`src/rtl/mem_stage_pkg.sv`:
```
// Shared encodings for the memory stage: access sizes, FSM states, timeout default.
package mem_stage_pkg;
    localparam int TIMEOUT_DEFAULT = 16;

    typedef enum logic [1:0] {
        SZ_WORD  = 2'b00,
        SZ_HALF  = 2'b01,
        SZ_BYTE  = 2'b10,
        SZ_WORD3 = 2'b11   // reserved encoding, behaves as word
    } mem_size_e;

    typedef enum logic {
        ST_IDLE     = 1'b0,
        ST_WAIT_ACK = 1'b1
    } state_e;
endpackage

```
`src/rtl/memory_stage_load_align.sv`:
```
// Load lane extraction: picks the addressed byte/half out of a little-endian
// word and zero- or sign-extends it to 32 bits.
module load_align
    import mem_stage_pkg::*;
(
    input  logic [31:0] i_rdata,
    input  logic [1:0]  i_lane,
    input  logic [1:0]  i_size,
    input  logic        i_signed,
    output logic [31:0] o_data
);
    logic [7:0]  w_byte;
    logic [15:0] w_half;

    assign w_byte = i_rdata[{i_lane, 3'b000} +: 8];
    assign w_half = i_lane[1] ? i_rdata[31:16] : i_rdata[15:0];

    // Size-dependent extension; word (and the reserved code) pass through.
    always_comb begin
        o_data = i_rdata;
        case (i_size)
            SZ_BYTE: o_data = {{24{i_signed & w_byte[7]}}, w_byte};
            SZ_HALF: o_data = {{16{i_signed & w_half[15]}}, w_half};
            default: o_data = i_rdata;
        endcase
    end
endmodule

```
`src/rtl/memory_stage.sv`:
```
// MEM pipeline stage: single outstanding memory access with ack handshake,
// alignment check, timeout abort and registered writeback outputs.
module memory_stage
    import mem_stage_pkg::*;
#(
    parameter int TIMEOUT_CYCLES = TIMEOUT_DEFAULT,
    parameter int ADDR_W         = 32
) (
    input  logic              Clk,
    input  logic              Rst,
    input  logic              InValid,
    input  logic [ADDR_W-1:0] ALUResult,
    input  logic [31:0]       WriteData,
    input  logic              MemRead,
    input  logic              MemWrite,
    input  logic [1:0]        MemSize,
    input  logic              MemSigned,
    input  logic [4:0]        RegDestSelected,
    input  logic              RegWrite,
    input  logic              MemToReg,
    output logic              Stall,
    output logic              MemReq,
    output logic              MemWe,
    output logic [ADDR_W-1:0] MemAddr,
    output logic [31:0]       MemWData,
    output logic [3:0]        MemByteEn,
    input  logic [31:0]       MemRData,
    input  logic              MemAck,
    output logic              OutValid,
    output logic [31:0]       WB_Data,
    output logic [4:0]        WB_RegDest,
    output logic              WB_RegWrite,
    output logic              Misaligned,
    output logic              BusError
);
    localparam int CNT_W = $clog2(TIMEOUT_CYCLES + 1);
    localparam logic [CNT_W-1:0] CNT_LAST = CNT_W'(TIMEOUT_CYCLES - 1);

    state_e           r_state;
    logic [CNT_W-1:0] r_cnt;
    logic [1:0]       r_lane;
    logic [1:0]       r_size;
    logic             r_signed;
    logic             r_load;
    logic             r_memtoreg;
    logic [31:0]      r_alu;
    logic [4:0]       r_rd;
    logic             r_regwrite;

    logic        w_is_mem;
    logic        w_is_word;
    logic        w_misaligned;
    logic [31:0] w_alu32;
    logic [31:0] w_wdata;
    logic [3:0]  w_be;
    logic [31:0] w_ld;

    assign Stall        = (r_state == ST_WAIT_ACK);
    assign w_is_mem     = MemRead | MemWrite;
    assign w_is_word    = (MemSize == SZ_WORD) || (MemSize == SZ_WORD3);
    assign w_misaligned = ((MemSize == SZ_HALF) && ALUResult[0]) ||
                          (w_is_word && (ALUResult[1:0] != 2'b00));
    assign w_alu32      = 32'(ALUResult);

    // Store lane steering; loads always fetch the full word.
    always_comb begin
        w_wdata = WriteData;
        w_be    = 4'b1111;
        if (MemWrite) begin
            case (MemSize)
                SZ_BYTE: begin
                    w_wdata = {4{WriteData[7:0]}};
                    w_be    = 4'b0001 << ALUResult[1:0];
                end
                SZ_HALF: begin
                    w_wdata = {2{WriteData[15:0]}};
                    w_be    = ALUResult[1] ? 4'b1100 : 4'b0011;
                end
                default: begin
                    w_wdata = WriteData;
                    w_be    = 4'b1111;
                end
            endcase
        end
    end

    load_align u_load_align (
        .i_rdata  (MemRData),
        .i_lane   (r_lane),
        .i_size   (r_size),
        .i_signed (r_signed),
        .o_data   (w_ld)
    );

    // Control FSM with all bus and writeback outputs registered.
    always_ff @(posedge Clk or negedge Rst) begin
        if (!Rst) begin
            r_state     <= ST_IDLE;
            r_cnt       <= '0;
            r_lane      <= '0;
            r_size      <= '0;
            r_signed    <= 1'b0;
            r_load      <= 1'b0;
            r_memtoreg  <= 1'b0;
            r_alu       <= '0;
            r_rd        <= '0;
            r_regwrite  <= 1'b0;
            MemReq      <= 1'b0;
            MemWe       <= 1'b0;
            MemAddr     <= '0;
            MemWData    <= '0;
            MemByteEn   <= '0;
            OutValid    <= 1'b0;
            WB_Data     <= '0;
            WB_RegDest  <= '0;
            WB_RegWrite <= 1'b0;
            Misaligned  <= 1'b0;
            BusError    <= 1'b0;
        end else begin
            OutValid   <= 1'b0;
            Misaligned <= 1'b0;
            case (r_state)
                ST_IDLE: begin
                    if (InValid) begin
                        if (!w_is_mem) begin
                            OutValid    <= 1'b1;
                            WB_Data     <= w_alu32;
                            WB_RegDest  <= RegDestSelected;
                            WB_RegWrite <= RegWrite;
                        end else if (w_misaligned) begin
                            Misaligned  <= 1'b1;
                            OutValid    <= 1'b1;
                            WB_Data     <= w_alu32;
                            WB_RegDest  <= RegDestSelected;
                            WB_RegWrite <= 1'b0;
                        end else begin
                            r_state    <= ST_WAIT_ACK;
                            r_cnt      <= '0;
                            MemReq     <= 1'b1;
                            MemWe      <= MemWrite;   // both set resolves to store
                            MemAddr    <= {ALUResult[ADDR_W-1:2], 2'b00};
                            MemWData   <= w_wdata;
                            MemByteEn  <= w_be;
                            r_lane     <= ALUResult[1:0];
                            r_size     <= MemSize;
                            r_signed   <= MemSigned;
                            r_load     <= ~MemWrite;
                            r_memtoreg <= MemToReg;
                            r_alu      <= w_alu32;
                            r_rd       <= RegDestSelected;
                            r_regwrite <= RegWrite;
                        end
                    end
                end
                ST_WAIT_ACK: begin
                    if (MemAck) begin
                        // Ack takes priority over a coincident timeout.
                        r_state     <= ST_IDLE;
                        MemReq      <= 1'b0;
                        OutValid    <= 1'b1;
                        WB_RegWrite <= r_regwrite;
                        WB_RegDest  <= r_rd;
                        WB_Data     <= (r_load && r_memtoreg) ? w_ld : r_alu;
                    end else if (r_cnt == CNT_LAST) begin
                        r_state     <= ST_IDLE;
                        MemReq      <= 1'b0;
                        BusError    <= 1'b1;
                        OutValid    <= 1'b1;
                        WB_RegWrite <= 1'b0;
                        WB_RegDest  <= r_rd;
                        WB_Data     <= r_alu;
                    end else begin
                        r_cnt <= r_cnt + 1'b1;
                    end
                end
                default: r_state <= ST_IDLE;
            endcase
        end
    end
endmodule

```
`config.mk`:
```
export PLATFORM = sky130hd
export DESIGN_NAME = memory_stage
export DESIGN_NICKNAME = d
export VERILOG_FILES = /design/src/rtl/mem_stage_pkg.sv /design/src/rtl/memory_stage_load_align.sv /design/src/rtl/memory_stage.sv
export SDC_FILE = /design/constraint.sdc
export NUM_CORES = 1
export LEC_CHECK = 0
export BUFFER_PORTS_ARGS = -buffer_cell sky130_fd_sc_hd__clkbuf_2
export CORE_MARGIN = 2
export CORE_UTILIZATION = 25
export CTS_CLUSTER_DIAMETER = 30
export DETAILED_ROUTE_END_ITERATION = 6
export PLACE_DENSITY = 0.45
export RECOVER_POWER = 100
export SLEW_MARGIN = 20
export SYNTH_ARGS = -nofsm -noshare
export SYNTH_HDL_FRONTEND = slang
export SYNTH_HIERARCHICAL = 1
export SYNTH_SLANG_ARGS = --single-unit
```
`constraint.sdc`:
```
create_clock -name Clk -period 5 [get_ports Clk]
set_input_delay 0 -clock Clk [delete_from_list [all_inputs] [get_ports Clk]]
set_output_delay 0 -clock Clk [all_outputs]
set_load 0.005 [all_outputs]
```
# Word level (Yosys, flattened, before mapping)
# Cells that the tools add are included.
# word_totals
reg_bits	160
in_bits	112
out_inout_bits	112
word_cells	108
# op_classes
addsub	1
n_eq_ne	13
shift	2
mux	52
bitwise_logic	7
n_reduce_logical	12
# op_table
op	count
$mux W32	7
$pmux W32 S2	3
$mux W5	10
$shiftx A32 B6 Y8	1
$mux W1	22
$pmux W5 S2	2
$mux W16	1
$ne A2 B2 Y1 const B	5
$mux W4	2
$pmux W1 S2	4
$pmux W4 S2	1
$reduce_and A4 Y1	2
$eq A2 B2 Y1 const B	3
$reduce_and A3 Y1	2
$add A5 B1 Y5 const B	1
$eq A5 B4 Y1 const B	1
$reduce_and A5 Y1	1
$eq A2 B1 Y1 const B	2
$not A1 Y1	4
$shl A1 B2 Y4 const A	1
$logic_and A1 B1 Y1	3
$ne A3 B2 Y1 const B	1
$ne A3 B3 Y1 const B	1
$and A1 B1 Y1	2
4 further kinds	5

# Longest topological paths before layout
# Gate-level depths: netlist of run 1.
# depth
depth_word	8
mapped_depth	11
mapped_depth_nobuf	9

# Modules after synthesis
# The synthesis of run 1 kept the hierarchy.
# modules_own_cells
mod	instances	cells_per_inst	area_each_um2	seq_area_each_um2
memory_stage	1	645	6262.3	3203.1
load_align	1	111	699.4	0.0

# Worst setup path after synthesis of run 1
# OpenSTA, ideal clock, no wires.
# synth_path
path_kind	register -> register
start	reg r_cnt[0]
end	reg WB_Data[22]
setup_ps	125
arrival_time_ps	1960
required_time_ps	4875
slack_ps	2915
path_stages_with_launch	9
path_buffers	2
synth_period_minus_slack_ps	2085
path_cell_list	dfrtp_1 > ha_1 > and3_1 > ha_1 > o21ai_0 > a21boi_2 > buf_6 > buf_8 > mux2_4
# synth_between
elab_chain_cells	3
# synth_lines
item	line_no	source
from (decl)	memory_stage.sv:40	logic [CNT_W-1:0] r_cnt;
from (signal assigned)	memory_stage.sv:173	r_cnt <= r_cnt + 1'b1;
$eq A5 B4 Y1	memory_stage.sv:164	end else if (r_cnt == CNT_LAST) begin
$ne A3 B2 Y1 (no source line)	n/a	
$reduce_and A3 Y1 (no source line)	n/a	
to (signal assigned)	memory_stage.sv:133	WB_Data <= w_alu32;
to (signal assigned)	memory_stage.sv:163	WB_Data <= (r_load && r_memtoreg) ? w_ld : r_alu;
to (signal assigned)	memory_stage.sv:171	WB_Data <= r_alu;
to (decl)	memory_stage.sv:30	output logic [31:0] WB_Data,
# Every way passes these cells.
# A chain may end at the register's enable or synchronous reset.

# Final worst setup path of run 1
# layout_path
start	reg r_state (netlist: Stall)
end	reg WB_Data[18]
# layout_between
elab_chain_cells	3
word_cells_on_any_way	6
cone_classes	eq/ne (3); mux (1); bitwise (1); reduce/logical (1)
# layout_lines
item	line_no	source
from (decl)	memory_stage.sv:39	state_e r_state;
from (signal assigned)	memory_stage.sv:98	r_state <= ST_IDLE;
from (signal assigned)	memory_stage.sv:137	r_state <= ST_WAIT_ACK;
from (signal assigned)	memory_stage.sv:158	r_state <= ST_IDLE;
$not A1 Y1 (no source line)	n/a	
$ne A3 B3 Y1 (no source line) or $ne A2 B2 Y1 (tied branches)	n/a	
$reduce_and A3 Y1 (no source line)	n/a	
to (signal assigned)	memory_stage.sv:127	WB_Data <= w_alu32;
to (signal assigned)	memory_stage.sv:133	
to (signal assigned)	memory_stage.sv:163	
# Parallel ways exist; a longest one is shown, timed or not.

==> results of run 1 <==
-- metrics by stage --
| stage | setup slack [ns] | util, % | instances |
|---|---|---|---|
| after global routing | 0.819 | 33.9 | 1395 |
| after global placement | 2.06 | 29.3 | 1279 |
| after detailed placement | 2.01 | 29.3 | 1279 |
| final | 1.10 | 33.9 | 1397 |
| after CTS | 1.65 | 34.5 | 1395 |
| after floorplan | 2.92 | - | 757 |
-- layer usage --
| layer | vias up | track usage, % | share of wire, % |
|---|---|---|---|
| li1 | 3049 | - | - |
| met1 | 2939 | 21.2 | 46 |
| met2 | 174 | 25.5 | 48 |
| met3 | 17 | 4.16 | 5.3 |
| met4 | 0 | 4.68 | 1.1 |
| met5 | - | 0 | 0 |
-- cell families after synthesis --
kind of cell             Yosys count  share of synthesized area (%)
other                              1                         0.0539
adder cells (fa/ha/maj)            7                           1.26
buffers and inverters             96                           8.12
flip-flops                       128                           46.0
AND/OR/NAND/NOR                  317                           18.7
multiplexers                      84                           13.6
AO/OA/AOI/OAI                    123                           12.2
-- power groups by stage --
stage	Sequential, mW	Clock, mW	Combinational (mW)
2_1_floorplan	1.59	0	0.948
3_3_place_gp	1.67	0	1.39
3_5_place_dp	1.67	0	1.41
4_1_cts	1.65	1.27	1.46
5_1_grt	1.69	1.33	1.55
6_report	1.64	1.24	1.37
-- worst min-delay path by stage --
| stage | start | end | slack [ns] | cells after the start |
|---|---|---|---|---|
| floorplan | Rst | BusError | -0.30 | 0 |
| global placement | Rst | WB_Data[27] | 0.17 | 1 |
| detailed placement | Rst | WB_Data[27] | 0.16 | 1 |
| CTS | MemAck | r_cnt[1] | 0.003 | 2 |
| global route | MemAck | r_cnt[1] | 0.04 | 2 |
| finish | MemAck | r_cnt[1] | 0.03 | 2 |
-- sequential cells by signal, summed over array words and instances (netlist names), 2 cells and up --
name / flops
MemByteEn: 4
WB_RegDest: 5
r_cnt: 5
r_alu: 31
r_rd: 5
MemWData: 32
r_size: 2
WB_Data: 32
-- synth_stat cells, types with 4 or more instances --
| cell | count | area, sq um |
|---|---|---|
| sky130_fd_sc_hd__a32oi_1 | 8 | 70.1 |
| sky130_fd_sc_hd__inv_1 | 11 | 41.3 |
| sky130_fd_sc_hd__o31ai_1 | 16 | 120 |
| sky130_fd_sc_hd__a31oi_1 | 4 | 25.0 |
| sky130_fd_sc_hd__buf_4 | 38 | 285 |
| sky130_fd_sc_hd__dfrtp_1 | 128 | 3200 |
| sky130_fd_sc_hd__nand2_1 | 206 | 773 |
| sky130_fd_sc_hd__nor2_1 | 69 | 259 |
| sky130_fd_sc_hd__buf_6 | 4 | 45.0 |
| sky130_fd_sc_hd__nor2b_1 | 11 | 68.8 |
| sky130_fd_sc_hd__ha_1 | 7 | 87.6 |
| sky130_fd_sc_hd__o2bb2ai_1 | 8 | 70.1 |
| sky130_fd_sc_hd__mux2_4 | 10 | 150 |
| sky130_fd_sc_hd__buf_2 | 17 | 85.1 |
| sky130_fd_sc_hd__mux2_2 | 43 | 484 |
| sky130_fd_sc_hd__nand2b_1 | 4 | 25.0 |
| sky130_fd_sc_hd__o21ai_0 | 7 | 35.0 |
| sky130_fd_sc_hd__mux2i_1 | 31 | 310 |
| sky130_fd_sc_hd__nand3_1 | 15 | 75.1 |
| sky130_fd_sc_hd__clkbuf_1 | 22 | 82.6 |
| sky130_fd_sc_hd__a221oi_1 | 16 | 140 |
| sky130_fd_sc_hd__a21oi_1 | 49 | 245 |
-- area by class of cell --
cell class / count / area (sq um)
Fill cell: 2963 / 18300
Timing Repair Buffer: 313 / 1900
Sequential cell: 128 / 3200
Multi-Input combinational cell: 533 / 3180
Antenna cell: 2 / 5.00
Inverter: 11 / 41.3
Clock inverter: 15 / 149
Tap cell: 378 / 473
Clock buffer: 17 / 425
==> metrics, run 1 <==
Critical Path Fanout Max=between 40 and 50; Die X-Extent=around 170 um; total cell area at the placement stage=between 0.008 and 0.009 sq mm; number of max-slew violations in the final report=~140; dominant delay contributor by cell family on the critical path=flip-flops; total of hold buffers inserted after clock tree synthesis=84; via count=approximately 6200; Critical Path RT=between 5 and 6 ns; critical path start-end classification=reg2reg; port buffer count=221; pin count of the biggest net entering global routing=91; switching power=roughly 1.5 mW; CTS sink cnt=approximately 130; final setup violation count=0; count of flip-flops with a built-in enable after synthesis=0; post-detailed-route via-to-cell ratio=between 4 and 5; combined global-route utilization of all metal layers=15.9%; fraction of power consumed by the clock network=between 20% and 30%; TritonCTS clock tree=yes; CTS H-tree lvls=4; Most used DFF post-synth=sky130_fd_sc_hd__dfrtp_1; number of cells traversed by the worst register-to-register path=4; via count of the first global-routing pass=between 6000 and 7000; total power=4.25 mW; number of buffers and inverters on the critical path=1; startpoint class of the critical path=flop; Post-Syn Area=0.00696 sq mm; Num CTS Buffers=17; total of cells resized after clock tree synthesis=0; Routed Wire Length=between 20000 and 25000 um; fraction of power spent switching nets=between 30% and 40%; die span in y=171 um; Worst-path clk slew=0.06 ns; RSZ-0062 raised after global routing=false; Internal Pwr Total=between 2 and 3 mW; Final ANT Viol Nets=0; routed length per placed instance=between 15 and 20 um; DIE AREA=0.0292 sq mm; number of design rule violations left after detail routing=0; final critical-path share of the clock period=~78%; number of instances in the synthesized netlist=between 700 and 800; placeable core area=~0.028 sq mm; violations in the final reports=capacitance limit, slew limit; Area growth, synth to finish=34.7%; combinational cell fraction of total power=roughly 32%; cells along the critical path=and2b_1, a21boi_4, clkbuf_1, mux2_2; end of the worst register-to-register path=WB_Data[18]; final hold violation count=0; number of synthesized register bits=about 130; WP depth=4; Leakage=between 4 and 5 nW; Yosys warning count=6; sum of negative setup slack=0 ns; Critical path origin=Stall; Post-Route Hold Slack=just under 0.03 ns; highest ir drop seen on vdd=between 0.15 and 0.2 mV; Worst slew margin=-60.5%; HPWL after DPL=between 15000 and 20000 um; CP max stage delay=between 1 and 1.5 ns; slowest cell on the critical path=sky130_fd_sc_hd__dfrtp_1; slew at the pin with the worst max-slew slack=around 2.4 ns; aggregate global routing overflow=0; worst min path class=in2reg; Pwr Density=~450 mW/mm^2; wire length of the first global-routing pass=around 35000 um; number of buffers between clock root and the deepest sink=2; max capacitance violation total=2; starting density of the core=25.2%; register area share after synthesis=roughly 46%; drt first pass iters=5; # rows=~60; most common cell after layout, fill and taps aside=sky130_fd_sc_hd__nand2_1; worst setup skew after layout=between 0.009 and 0.01 ns; layout cell share with drive strength beyond 1=a little under a quarter; FF-to-FF setup slack=1.10 ns; antenna violations before repair=0; top library cells by usage in the layout, fill and taps aside=206 x sky130_fd_sc_hd__nand2_1, 140 x sky130_fd_sc_hd__clkbuf_2, 128 x sky130_fd_sc_hd__dfrtp_1; insertion delay of the later-clocked pin in the worst-skew pair=0.42 ns; capture point of the critical path=WB_Data[18]; total I/O pin count=224; nature of the critical path endpoint=flop; maximum clock frequency=between 200 and 300 MHz; clk root buf=sky130_fd_sc_hd__clkbuf_16; fraction of registers with async set or reset after synthesis=100%; synthesized area per cell=between 9 and 10 sq um; violation count after the first detailed-routing iteration=326; Crit Reg-Reg Startpoint=Stall; sequential power share=38.7%; Post-layout nets=1123; GPL Wtd Cong=0.777; time the final worst path needs with I/O delays and setup=~4 ns; Post-CTS Setup Repair Bufs=0; final instance area=0.00938 sq mm; number of distinct library cell variants in the gate-level netlist after synthesis=44; run status=complete, but fails checks; arrival time of the worst setup path=~4.2 ns
(Power assumes the default switching activity.)
==> inputs of run 2 (changes only) <==
- PLACE_DENSITY: 0.45 -> 0.47
- clock period: 5 -> 3.49 ns (I/O delays scaled with it)
==> run 2 against run 1 <==
  * Die area did not move
  * Final cell count rose by 0.14%
  * Clock skew rose by 0.0014 ns
  * Via count rose by 1.8%
  * Sequential power rose by 41%
  * The flow still finishes with violations (capacitance limit, slew limit)
  * Sequential cell count did not move
  * Final area rose by 0.23%
  * First-iteration DRC count fell by 5.8%
  * Global-route usage rose by 0.15 points
  * Power rose by 45%
  * Routed wire length rose by 1.5%
  * Maximum frequency rose by 33%
==> metrics, run 2 (synthesized netlist as in run 1, its figures left out) <==
pin count of the biggest net entering global routing=85; starting density of the core=25.2%; max capacitance violation total=2; via count of the first global-routing pass=between 6000 and 7000; violation count after the first detailed-routing iteration=approximately 300; clk root buf=sky130_fd_sc_hd__clkbuf_16; insertion delay of the later-clocked pin in the worst-skew pair=0.42 ns; CTS H-tree lvls=4; run status=complete, but fails checks; DIE AREA=0.0292 sq mm; # rows=between 60 and 70; most common cell after layout, fill and taps aside=sky130_fd_sc_hd__nand2_1; Worst path most repeated cell=sky130_fd_sc_hd__ha_1; CTS sink cnt=approximately 130; CP max stage delay=0.87 ns; GPL Wtd Cong=0.794; final critical-path share of the clock period=between 80% and 90%; Routed Wire Length=23400 um; slew at the pin with the worst max-slew slack=roughly 2.0 ns; antenna violations before repair=1; startpoint class of the critical path=flop; Num CTS Buffers=17; TritonCTS clock tree=yes; time the final worst path needs with I/O delays and setup=roughly 2.9 ns; total I/O pin count=between 200 and 250; Crit Reg-Reg Startpoint=r_cnt[0]; drt first pass iters=4; critical path start-end classification=reg2reg; dominant delay contributor by cell family on the critical path=buffers and inverters; Worst-path clk slew=around 0.070 ns; Leakage=4.55 nW; minimum setup slack in the final design=about 0.55 ns; wire length of the first global-routing pass=approximately 36000 um; HPWL after DPL=roughly 16000 um; Pwr Density=657 mW/mm^2; total of cells resized after clock tree synthesis=0; highest ir drop seen on vdd=0.243 mV; final setup violation count=0; port buffer count=between 200 and 250; worst min path class=in2reg; aggregate global routing overflow=0; routed length per placed instance=approximately 17 um; Die X-Extent=171 um; worst setup skew after layout=roughly 0.011 ns; Hold Crit Start=InValid; maximum clock frequency=~340 MHz; arrival time of the worst setup path=between 3 and 4 ns; placeable core area=approximately 0.028 sq mm; number of buffers between clock root and the deepest sink=2; Final ANT Viol Nets=0; RSZ-0062 raised after global routing=false; number of max-slew violations in the final report=around 160; Critical Path Fanout Max=39; die span in y=approximately 170 um; nature of the critical path endpoint=flop; slowest cell on the critical path=sky130_fd_sc_hd__clkbuf_2; Area growth, synth to finish=35.0%; layout cell share with drive strength beyond 1=between 20% and 30%; final hold violation count=0; number of buffers and inverters on the critical path=1; Post-Place Setup Slack=about 1.1 ns; sum of negative setup slack=0 ns; fraction of the core area covered by cells at the end of the flow=between 30% and 40%; top library cells by usage in the layout, fill and taps aside=206 x sky130_fd_sc_hd__nand2_1, 145 x sky130_fd_sc_hd__clkbuf_2, 127 x sky130_fd_sc_hd__dfrtp_1; via count=approximately 6300; Post-layout nets=between 1000 and 1500; number of design rule violations left after detail routing=0; cells along the critical path=ha_1, and3_1, ha_1, o21ai_0, a21boi_0, clkbuf_2, mux2_2; Critical path origin=r_cnt[0]; Critical Path RT=around 3.8 ns; Worst slew margin=-36.4%; violations in the final reports=capacitance limit, slew limit; registers with the highest flip-flop counts=MemWData x32, WB_Data x32, r_alu x31; combined global-route utilization of all metal layers=16.1%; post-detailed-route via-to-cell ratio=4.50
-- run 2: cell types whose count changed in the layout (fill, tap and decap cells not counted), moves of 3 or more --
cell	previous run	this run
sky130_fd_sc_hd__clkinv_4	2	6
sky130_fd_sc_hd__inv_6	8	5
sky130_fd_sc_hd__clkbuf_2	140	145
sky130_fd_sc_hd__dlygate4sd3_1	84	81
-- run 2: what timing repair did --
action                    CTS  global route
hold buffers               81             0
hold endpoints to repair  185             0
setup buffers               0             0
-- run 2: report_power, final --
group          switching [mW]  total [mW]  internal (mW)
sequential              0.353        2.32           1.97
clock                   0.792        1.87           1.08
combinational            1.07        1.98          0.908
-- run 2: worst paths after layout --
check                                 to  slack, ns  depth (start not counted)
max                        WB_RegDest[0]       0.55                          7
min                           Misaligned       0.06                          4
max reg2reg                WB_RegDest[0]       0.55                          7
min reg2reg                      r_rd[0]       0.48                          2
max in group asynchronous    MemWData[1]       1.11                          3
min in group asynchronous       OutValid       0.72                          2
-- run 2: area by class of cell --
cell class	instances	area, sq um
multi-input cells	533	3170
diodes	2	5.00
fillers	3000	18200
repair buffers	315	1910
clock buffers	17	425
well taps	378	473
clock inverters	15	175
inverters	11	41.3
flip-flops and latches	128	3200
-- run 2: per-layer routing --
layer,wire (um),part of all wire (%),track usage [%],vias to the layer above
li1,-,-,-,3058
met1,10300,44,20.0,3034
met2,11300,48,27.1,175
met3,1490,6.4,4.74,22
met4,352,1.5,4.50,0
met5,0,0,0,-
-- run 2: metrics by stage --
stage,hold WS [ns],cells,area (sq um),total power [mW]
after floorplan,-0.296,757,6970,3.63
after global placement,0.118,1284,8170,4.39
after detailed placement,0.0907,1284,8170,4.42
after CTS,0.0592,1397,9580,6.40
after global routing,0.0668,1397,9390,6.62
final,0.0564,1399,9400,6.17
-- run 2: worst register-to-register path: cells and delay by family (launching register included) --
| kind | cells | cell delay [ns] |
|---|---|---|
| buf+inv | 1 | 0.87 |
| mux | 1 | 0.49 |
| compound gates | 2 | 0.43 |
| flops | 1 | 0.42 |
| fa+ha+maj | 2 | 0.41 |
| simple gates | 1 | 0.20 |
==> inputs of run 3 (changes only) <==
- PLACE_DENSITY: 0.47 -> 0.45
- clock period: 3.49 -> 2.75 ns (I/O delays scaled with it)
==> run 3 against run 2 <==
  * Critical endpoint is now MemWData[19]
  * Global-route usage down 0.21 points
  * Combinational power up 29%
  * Non-clock buffer count rose by 7
  * Critical path depth is 2 higher
  * Setup slack got worse by 0.26 ns
  * Hold slack better by 0.045 ns
  * Sequential cell count unchanged
  * The flow still finishes with violations (capacitance limit, slew limit)
  * Largest cell class unchanged
  * Final area rose by 0.65%
  * First-iteration DRC count shrank 9.1%
==> metrics, run 3 (synthesized netlist as in run 1, its figures left out) <==
wire length of the first global-routing pass=roughly 35000 um; Critical Path Fanout Max=8; Hold Crit Start=InValid; RSZ-0062 raised after global routing=false; Area growth, synth to finish=35.9%; antenna violations before repair=1; final critical-path share of the clock period=around nine tenths; sum of negative setup slack=0 ns; DIE AREA=about 0.03 sq mm; total power=7.84 mW; final non-filler cell total=about 1400; worst setup skew after layout=between 0.01 and 0.015 ns; HPWL after DPL=about 16000 um; GPL Wtd Cong=0.791; max capacitance violation total=1; Post-Route Hold Slack=between 0.1 and 0.15 ns; final hold violation count=0; number of cells traversed by the worst register-to-register path=7; Leakage=4.60 nW; Routed Wire Length=23500 um; CTS H-tree lvls=4; routed length per placed instance=between 15 and 20 um; via count of the first global-routing pass=around 6100; registers with the highest flip-flop counts=MemWData x32, WB_Data x32, r_alu x31; Num CTS Buffers=17; insertion delay of the later-clocked pin in the worst-skew pair=0.43 ns; number of max-slew violations in the final report=60; end of the worst register-to-register path=WB_Data[13]; placeable core area=between 0.02 and 0.03 sq mm; post-detailed-route via-to-cell ratio=4.43; violation count after the first detailed-routing iteration=roughly 280; filler cell count=around 3000; port buffer count=221; combined global-route utilization of all metal layers=between 10% and 20%; capture point of the critical path=MemWData[19]; arrival time of the worst setup path=roughly 2.8 ns; slew at the pin with the worst max-slew slack=between 1.5 and 2 ns; placed insts=around 1300; Post-layout nets=approximately 1100; violations in the final reports=capacitance limit, slew limit; number of design rule violations left after detail routing=0; Final ANT Viol Nets=0; top library cells by usage in the layout, fill and taps aside=206 x sky130_fd_sc_hd__nand2_1, 152 x sky130_fd_sc_hd__clkbuf_2, 127 x sky130_fd_sc_hd__dfrtp_1; total I/O pin count=approximately 220; drt first pass iters=4; aggregate global routing overflow=0; via count=between 6000 and 7000; Die X-Extent=between 150 and 200 um; layout cell share with drive strength beyond 1=approximately a quarter; maximum clock frequency=407 MHz; startpoint class of the critical path=input pin; pin count of the biggest net entering global routing=85; Post-Place Setup Slack=0.434 ns; Critical Path RT=approximately 3.1 ns; die span in y=roughly 170 um; Post-CTS Setup Repair Bufs=0; Pwr Density=828 mW/mm^2; most common cell after layout, fill and taps aside=sky130_fd_sc_hd__nand2_1; TritonCTS clock tree=yes; highest ir drop seen on vdd=0.419 mV; time the final worst path needs with I/O delays and setup=around 2.5 ns; CTS sink cnt=128; # rows=61; critical path start-end classification=in2reg; Worst slew margin=-7.85%; FF-to-FF setup slack=roughly 0.3 ns; Crit Reg-Reg Startpoint=r_cnt[0]; clk root buf=sky130_fd_sc_hd__clkbuf_16; starting density of the core=about a quarter; minimum setup slack in the final design=0.293 ns; nature of the critical path endpoint=flop; worst min path class=in2reg; Worst-path clk slew=0.06 ns; final setup violation count=0; run status=complete, but fails checks; Critical path origin=MemSize[0]; number of buffers between clock root and the deepest sink=2
[run 3: cell count changes in the layout (fill, tap and decap cells not counted), moves of 2 or more]
cell                       previous run  this run
sky130_fd_sc_hd__clkinv_4             6         3
sky130_fd_sc_hd__clkbuf_2           145       152
sky130_fd_sc_hd__clkbuf_1            83        76
sky130_fd_sc_hd__inv_6                5         7
sky130_fd_sc_hd__buf_4                5        10
[run 3: cell type report]
class	instances	area (sq um)	area share (%)
Tap cell	378	473	5.00
Clock buffer	17	425	4.50
Timing Repair Buffer	322	1960	20.7
Multi-Input combinational cell	534	3180	33.6
Sequential cell	128	3200	33.9
Clock inverter	15	174	1.84
Inverter	11	41.3	0.437
Antenna cell	1	2.50	0.0265
[run 3: metal layers]
layer  part of all wire, %  GRT usage (%)  vias to the layer above
met5                     0              0                        -
met2                    46           25.0                      176
met3                   5.8           4.81                       21
met4                   1.4           3.98                        0
li1                      -              -                     3067
met1                    46           21.2                     2971
[run 3: per-stage QoR]
stage | instance area, sq um | util, %
global route | 9460 | 34.2
finish | 9460 | 34.2
detailed placement | 8220 | 29.8
CTS | 9630 | 34.9
global placement | 8220 | 29.8
floorplan | 6970 | -
[run 3: timing repair]
action / 4_1_cts / 5_1_grt
gates resized for setup: 0 / 0
endpoints found under the hold margin: 164 / 0
endpoints found under the setup margin: 0 / 1
hold buffers: 81 / 0
[run 3: where the power goes]
group	leakage, nW	switching [mW]	internal, mW
Combinational	2.77	1.38	1.17
Clock	0.288	0.994	1.37
Sequential	1.55	0.431	2.50
Total	4.60	2.80	5.04
[run 3: worst max-delay path: stages]
cell                            delay, ns
sky130_fd_sc_hd__dlygate4sd3_1       0.53
sky130_fd_sc_hd__clkbuf_2            0.11
sky130_fd_sc_hd__inv_1               0.06
sky130_fd_sc_hd__ha_1                0.37
sky130_fd_sc_hd__nand2b_1            0.31
sky130_fd_sc_hd__nor2_1              0.55
sky130_fd_sc_hd__a221oi_1            0.16
sky130_fd_sc_hd__dlygate4sd3_1       0.61
sky130_fd_sc_hd__nor2_1              0.09
[run 3: how the worst min path moves through the flow]
| stage | end | slack (ns) | cells after the start |
|---|---|---|---|
| 2_1_floorplan | BusError | -0.30 | 0 |
| 3_3_place_gp | r_cnt[3] | 0.04 | 1 |
| 3_5_place_dp | r_cnt[3] | 0.04 | 1 |
| 4_1_cts | Misaligned | 0.08 | 4 |
| 5_1_grt | Misaligned | 0.11 | 4 |
| 6_report | Misaligned | 0.10 | 4 |
